## src/rtl/bin2bcd_8_pkg.sv

```systemverilog
// Shared constants for the 8-bit binary-to-BCD converter: FSM codes,
// widths, iteration bound and 7-segment patterns (gfedcba, active-high).
package bin2bcd_8_pkg;

    localparam logic [1:0] ST_IDLE = 2'b00;
    localparam logic [1:0] ST_CONV = 2'b01;
    localparam logic [1:0] ST_DONE = 2'b10;

    localparam int         BCD_DIGITS = 3;
    localparam int         BIN_W      = 8;
    localparam logic [2:0] ITER_LAST  = 3'd7;

    localparam logic [6:0] SEG_0     = 7'h3F;
    localparam logic [6:0] SEG_1     = 7'h06;
    localparam logic [6:0] SEG_2     = 7'h5B;
    localparam logic [6:0] SEG_3     = 7'h4F;
    localparam logic [6:0] SEG_4     = 7'h66;
    localparam logic [6:0] SEG_5     = 7'h6D;
    localparam logic [6:0] SEG_6     = 7'h7D;
    localparam logic [6:0] SEG_7     = 7'h07;
    localparam logic [6:0] SEG_8     = 7'h7F;
    localparam logic [6:0] SEG_9     = 7'h6F;
    localparam logic [6:0] SEG_BLANK = 7'h00;

    // Non-decimal nibbles blank the digit rather than showing garbage.
    function automatic logic [6:0] seg7_decode(input logic [3:0] d);
        case (d)
            4'd0:    seg7_decode = SEG_0;
            4'd1:    seg7_decode = SEG_1;
            4'd2:    seg7_decode = SEG_2;
            4'd3:    seg7_decode = SEG_3;
            4'd4:    seg7_decode = SEG_4;
            4'd5:    seg7_decode = SEG_5;
            4'd6:    seg7_decode = SEG_6;
            4'd7:    seg7_decode = SEG_7;
            4'd8:    seg7_decode = SEG_8;
            4'd9:    seg7_decode = SEG_9;
            default: seg7_decode = SEG_BLANK;
        endcase
    endfunction

endpackage

```

## src/rtl/bin2bcd_8_add3.sv

```systemverilog
// Double-dabble correction cell: a BCD nibble of 5 or more gets +3 so the
// following left shift carries correctly into the next decimal digit.
module bcd_add3 (
    input  logic [3:0] din,
    output logic [3:0] dout
);

    // Conditional add-3.
    always_comb begin
        dout = (din >= 4'd5) ? din + 4'd3 : din;
    end

endmodule

```

## src/rtl/bin2bcd_8.sv

```systemverilog
// Sequential 8-bit binary to 3-digit BCD converter (double dabble, one
// iteration per clock, 8 iterations). Optional 7-segment outputs are built
// when BIN2BCD_SEG7_EN is defined.
module bin2bcd_8
    import bin2bcd_8_pkg::*;
(
    input  logic        clk,
    input  logic        rst,
    input  logic        init,
    input  logic [7:0]  bin,
    output logic [11:0] bcd,
    output logic        busy,
`ifdef BIN2BCD_SEG7_EN
    output logic [20:0] seg,
`endif
    output logic        done
);

    localparam int WORK_W = BCD_DIGITS * 4 + BIN_W;

    logic [1:0]              state_q, state_d;
    logic [2:0]              cnt_q, cnt_d;
    logic [WORK_W-1:0]       work_q, work_d;
    logic [11:0]             bcd_q, bcd_d;
    logic                    busy_q, busy_d;
    logic                    done_q, done_d;
    logic [BCD_DIGITS*4-1:0] adj_digits;
    logic [WORK_W-1:0]       work_shift;

    // One add-3 cell per BCD digit of the working register.
    for (genvar i = 0; i < BCD_DIGITS; i++) begin : g_add3
        bcd_add3 u_add3 (
            .din  (work_q[BIN_W + 4*i +: 4]),
            .dout (adj_digits[4*i +: 4])
        );
    end

    // Corrected digits, then the whole register shifts left by one.
    always_comb begin
        work_shift = {adj_digits[BCD_DIGITS*4-2:0], work_q[BIN_W-1:0], 1'b0};
    end

    // FSM next-state, iteration counter and result capture.
    always_comb begin
        state_d = state_q;
        cnt_d   = cnt_q;
        work_d  = work_q;
        bcd_d   = bcd_q;
        case (state_q)
            ST_IDLE: begin
                if (init) begin
                    work_d  = {12'b0, bin};
                    cnt_d   = 3'd0;
                    state_d = ST_CONV;
                end
            end
            ST_CONV: begin
                work_d = work_shift;
                cnt_d  = cnt_q + 3'd1;
                if (cnt_q == ITER_LAST) begin
                    bcd_d   = work_shift[WORK_W-1:BIN_W];
                    state_d = ST_DONE;
                end
            end
            ST_DONE: begin
                // Holding init high keeps the result; no retrigger.
                if (!init) state_d = ST_IDLE;
            end
            default: state_d = ST_IDLE;
        endcase
        busy_d = (state_d == ST_CONV);
        done_d = (state_d == ST_DONE);
    end

    // State registers with synchronous reset.
    always_ff @(posedge clk) begin
        if (rst) begin
            state_q <= ST_IDLE;
            cnt_q   <= 3'd0;
            work_q  <= '0;
            bcd_q   <= 12'h000;
            busy_q  <= 1'b0;
            done_q  <= 1'b0;
        end else begin
            state_q <= state_d;
            cnt_q   <= cnt_d;
            work_q  <= work_d;
            bcd_q   <= bcd_d;
            busy_q  <= busy_d;
            done_q  <= done_d;
        end
    end

    assign bcd  = bcd_q;
    assign busy = busy_q;
    assign done = done_q;

`ifdef BIN2BCD_SEG7_EN
    logic [20:0] seg_q, seg_d;

    // Segment patterns refresh only on the edge that loads a new result.
    always_comb begin
        seg_d = seg_q;
        if (state_q == ST_CONV && cnt_q == ITER_LAST) begin
            seg_d = {seg7_decode(bcd_d[11:8]),
                     seg7_decode(bcd_d[7:4]),
                     seg7_decode(bcd_d[3:0])};
        end
    end

    // Segment register, blank after reset.
    always_ff @(posedge clk) begin
        if (rst) seg_q <= '0;
        else     seg_q <= seg_d;
    end

    assign seg = seg_q;
`endif

endmodule

```

## config.mk

```make
export PLATFORM = sky130hd
export DESIGN_NAME = bin2bcd_8
export DESIGN_NICKNAME = d
export VERILOG_FILES = /design/src/rtl/bin2bcd_8_pkg.sv /design/src/rtl/bin2bcd_8_add3.sv /design/src/rtl/bin2bcd_8.sv
export SDC_FILE = /design/constraint.sdc
export NUM_CORES = 1
export LEC_CHECK = 0
export CORE_AREA = 10 10 73 75
export CTS_CLUSTER_SIZE = 14
export DETAILED_ROUTE_END_ITERATION = 16
export DIE_AREA = 0 0 83 85
export PLACE_DENSITY_LB_ADDON = 0.25
export SETUP_SLACK_MARGIN = 0.3
export SLEW_MARGIN = 10
export SYNTH_ARGS = -nofsm -noshare
export SYNTH_HDL_FRONTEND = slang
export SYNTH_SLANG_ARGS = --single-unit
```

## constraint.sdc

```tcl
create_clock -name clk -period 1.5 [get_ports clk]
set_input_delay 0.3 -clock clk [delete_from_list [all_inputs] [get_ports clk]]
set_output_delay 0.3 -clock clk [all_outputs]
set_load 0.01 [all_outputs]
```

==> impl_metrics.yaml <==
critical_path:
  cp_slowest_cell: "dfxtp_4"
  crit_chain: "inv_4 > ha_4 > nand2b_4 > a21oi_4 > mux2_4 > o21ai_2"
  cp_top_family: "flip-flops"
  crit_path_max_fanout: 3
  critPathMaxStageDelay_ns: 0.37
  crit_required_ns: 1.73
  end_kind: "flip-flop"
  cp.arrival_ns: 1.60
  worst-r2r-setup-slack_ns: 0.13
  critical_path_buf_inv_count: 1
  start_kind: "flip-flop"
  criticalPathCategory: "reg -> reg"
logic_synthesis:
  yosys.cell_count.top_type: "dfxtp_1"
  async_flop_share: 0
  synth_area_mm2: 0.001808
  synth_top_area_share: 0.4318
  synth_nets: 226
  synth_edf_count: 0
  synth_flop_cell: "dfxtp_1"
  yosys_register_bits: 39
  avgSynthCellArea_um2: 8.734
  ys_types: 30
  yosysSeqAreaShare: 0.4318
  synth_area_leaders: "dfxtp_1 (43%), nor2_1 (7.3%), ha_1 (5.5%)"
  yosysTopAreaCell: "dfxtp_1"
  synth_commonest_cells: "dfxtp_1 (39), nor2_1 (35), a21oi_1 (19)"
  syn-instance-count: 207
  yosysWarnings: 0
final_layout:
  finalNetCount: 283
  drive_above_1_share: 0.5245
  nFillCells: 288
  final_cells: 315
  n_antenna_cell: 0
  final_util: 0.7372
  syn2layout_area_growth_pct: 59.58
clock_tree:
  cts_max_level: 2
  cts_made_buffers: 5
  cts_num_sinks: 39
  cts_tree: "done"
  cts_root_buf: "clkbuf_8"
  clk_path_buf_depth: 2
  path_clk_slew_ns: 0.08
  insertion_delay_ns: 0.30
routing:
  drc: 0
  via_per_inst: 5.635
  wirelength_um: 5440
  vias: 1775
  drtIter0Drc: 85
  antenna_left: 0
  wl_per_cell_um: 17.27
  dr.pass1.iters: 4
sta:
  max_freq_mhz: 732.3
  finalSetupViolations: 0
  slew_headroom: 0.7480
  rsz0062_at_grt: "true"
  hold_viol: 0
  worstMarginPinSlew_ns: 0.3740
  fin_worst_skew_ns: 0.006449
  report.final.slew_viol_count: 0
  fin_crit_ns: 1.365
  hold_slack_ns: 0.4783
  min_period_over_period: 0.9103
global_route:
  antenna_found_initial: 0
  globalRouteTotalUtil: 0.1332
  grt_start_max_net_pins: 19
  grt_pass1_vias: 1686
  grt_first_pass_wirelength_um: 7928
  grt-ovfl-total: 0
die:
  start_util: 0.4620
  placementRows: 23
  top_level_ports: 25
  die_h_um: 85
  coreArea_mm2: 0.003914
  dieArea_mm2: 0.007055
  fp.dieW_um: 83
placement:
  place_congestion: 0.7896
  post-dp-hpwl_um: 2929
  port-buffer-count: 24
  dp.cells: 281
pwr:
  ir_drop_mv: 0.6356
  p_leak_uw: 0.001086
  powerDensity_mw_per_mm2: 754.1
min_path:
  min_path_type: "reg -> reg"
status:
  outcome: "finished clean"
job:
  max_cap_viol_count: 0
## layer usage
metal	track usage	share of wire
met4	0.04644	0.014
met1	0.1541	0.43
met2	0.2275	0.52
met3	0.04015	0.037
met5	0	0
## cell families after synthesis
group                    count (synthesis)  share of synthesized area
XOR/XNOR                                 3                    0.01454
adder cells (fa/ha/maj)                  8                    0.05537
multiplexers                             3                    0.01868
AO/OA/AOI/OAI                           50                     0.1744
buffers and inverters                   20                    0.06366
AND/OR/NAND/NOR                         84                     0.2415
flip-flops                              39                     0.4318
## cells in the final DEF, fill, tap and decap left out, types with 7 or more instances in the layout
cell type	instances
o21ai_2	7
clkbuf_8	7
ha_4	8
nor2_1	31
dfxtp_1	27
buf_4	22
a21oi_1	10
clkdlybuf4s50_1	9
nor3_1	8
buf_6	13
nand3b_1	10
clkbuf_2	11
## layout make-up
cell class,count,area (um^2),area share
Multi-Input combinational cell,150,1326,0.4597
Sequential cell,39,810.8,0.2810
Timing Repair Buffer,62,548.0,0.1899
Clock buffer,8,100.1,0.03469
Tap cell,50,62.56,0.02168
Inverter,6,37.54,0.01301
## flip-flops by register name (all words and copies together) (netlist names)
| signal | flops |
|---|---|
| work_q | 20 |
| bcd | 12 |
| cnt_q | 3 |
| state_q | 2 |
| busy | 1 |
| done | 1 |
## worst register-to-register path, cell delays in order, from the launching register on
cell and delay, ns:
dfxtp_4 0.37, inv_4 0.05, ha_4 0.14, nand2b_4 0.15
a21oi_4 0.15, mux2_4 0.34, o21ai_2 0.11
## worst paths after layout
| kind | start | to | cells after the start |
|---|---|---|---|
| worst max-delay path | work_q[9] | work_q[10] | 6 |
| worst min-delay path | bcd[1] | bcd[1] | 2 |
| worst max register to register | work_q[9] | work_q[10] | 6 |
| worst min register to register | bcd[1] | bcd[1] | 2 |
## power breakdown
part           internal (uW)  total (uW)  switching (uW)  leakage [uW]
logic                    159         300             141      0.000710
clock network            420         797             377     0.0000515
registers               1050        1080            24.1      0.000324
## timing repair
action,in CTS,in global routing
gates resized for setup,57,70
pin swaps,6,27
endpoints found under the setup margin,44,42
hold buffers,0,0
gates cloned,2,2
setup buffers,15,7
## metrics by stage
| stage | total power (uW) | TNS (ns) | setup WS (ns) | area, um^2 |
|---|---|---|---|---|
| 2_1_floorplan | 1238 | 0 | 0.2412 | 1987 |
| 3_3_place_gp | 1305 | -0.6590 | -0.1170 | 2295 |
| 3_5_place_dp | 1308 | -0.8973 | -0.1673 | 2295 |
| 4_1_cts | 2110 | 0 | 0.1628 | 2643 |
| 5_1_grt | 2257 | 0 | 0.09319 | 2885 |
| 6_report | 2176 | 0 | 0.1345 | 2885 |
(Power assumes the default switching activity.)
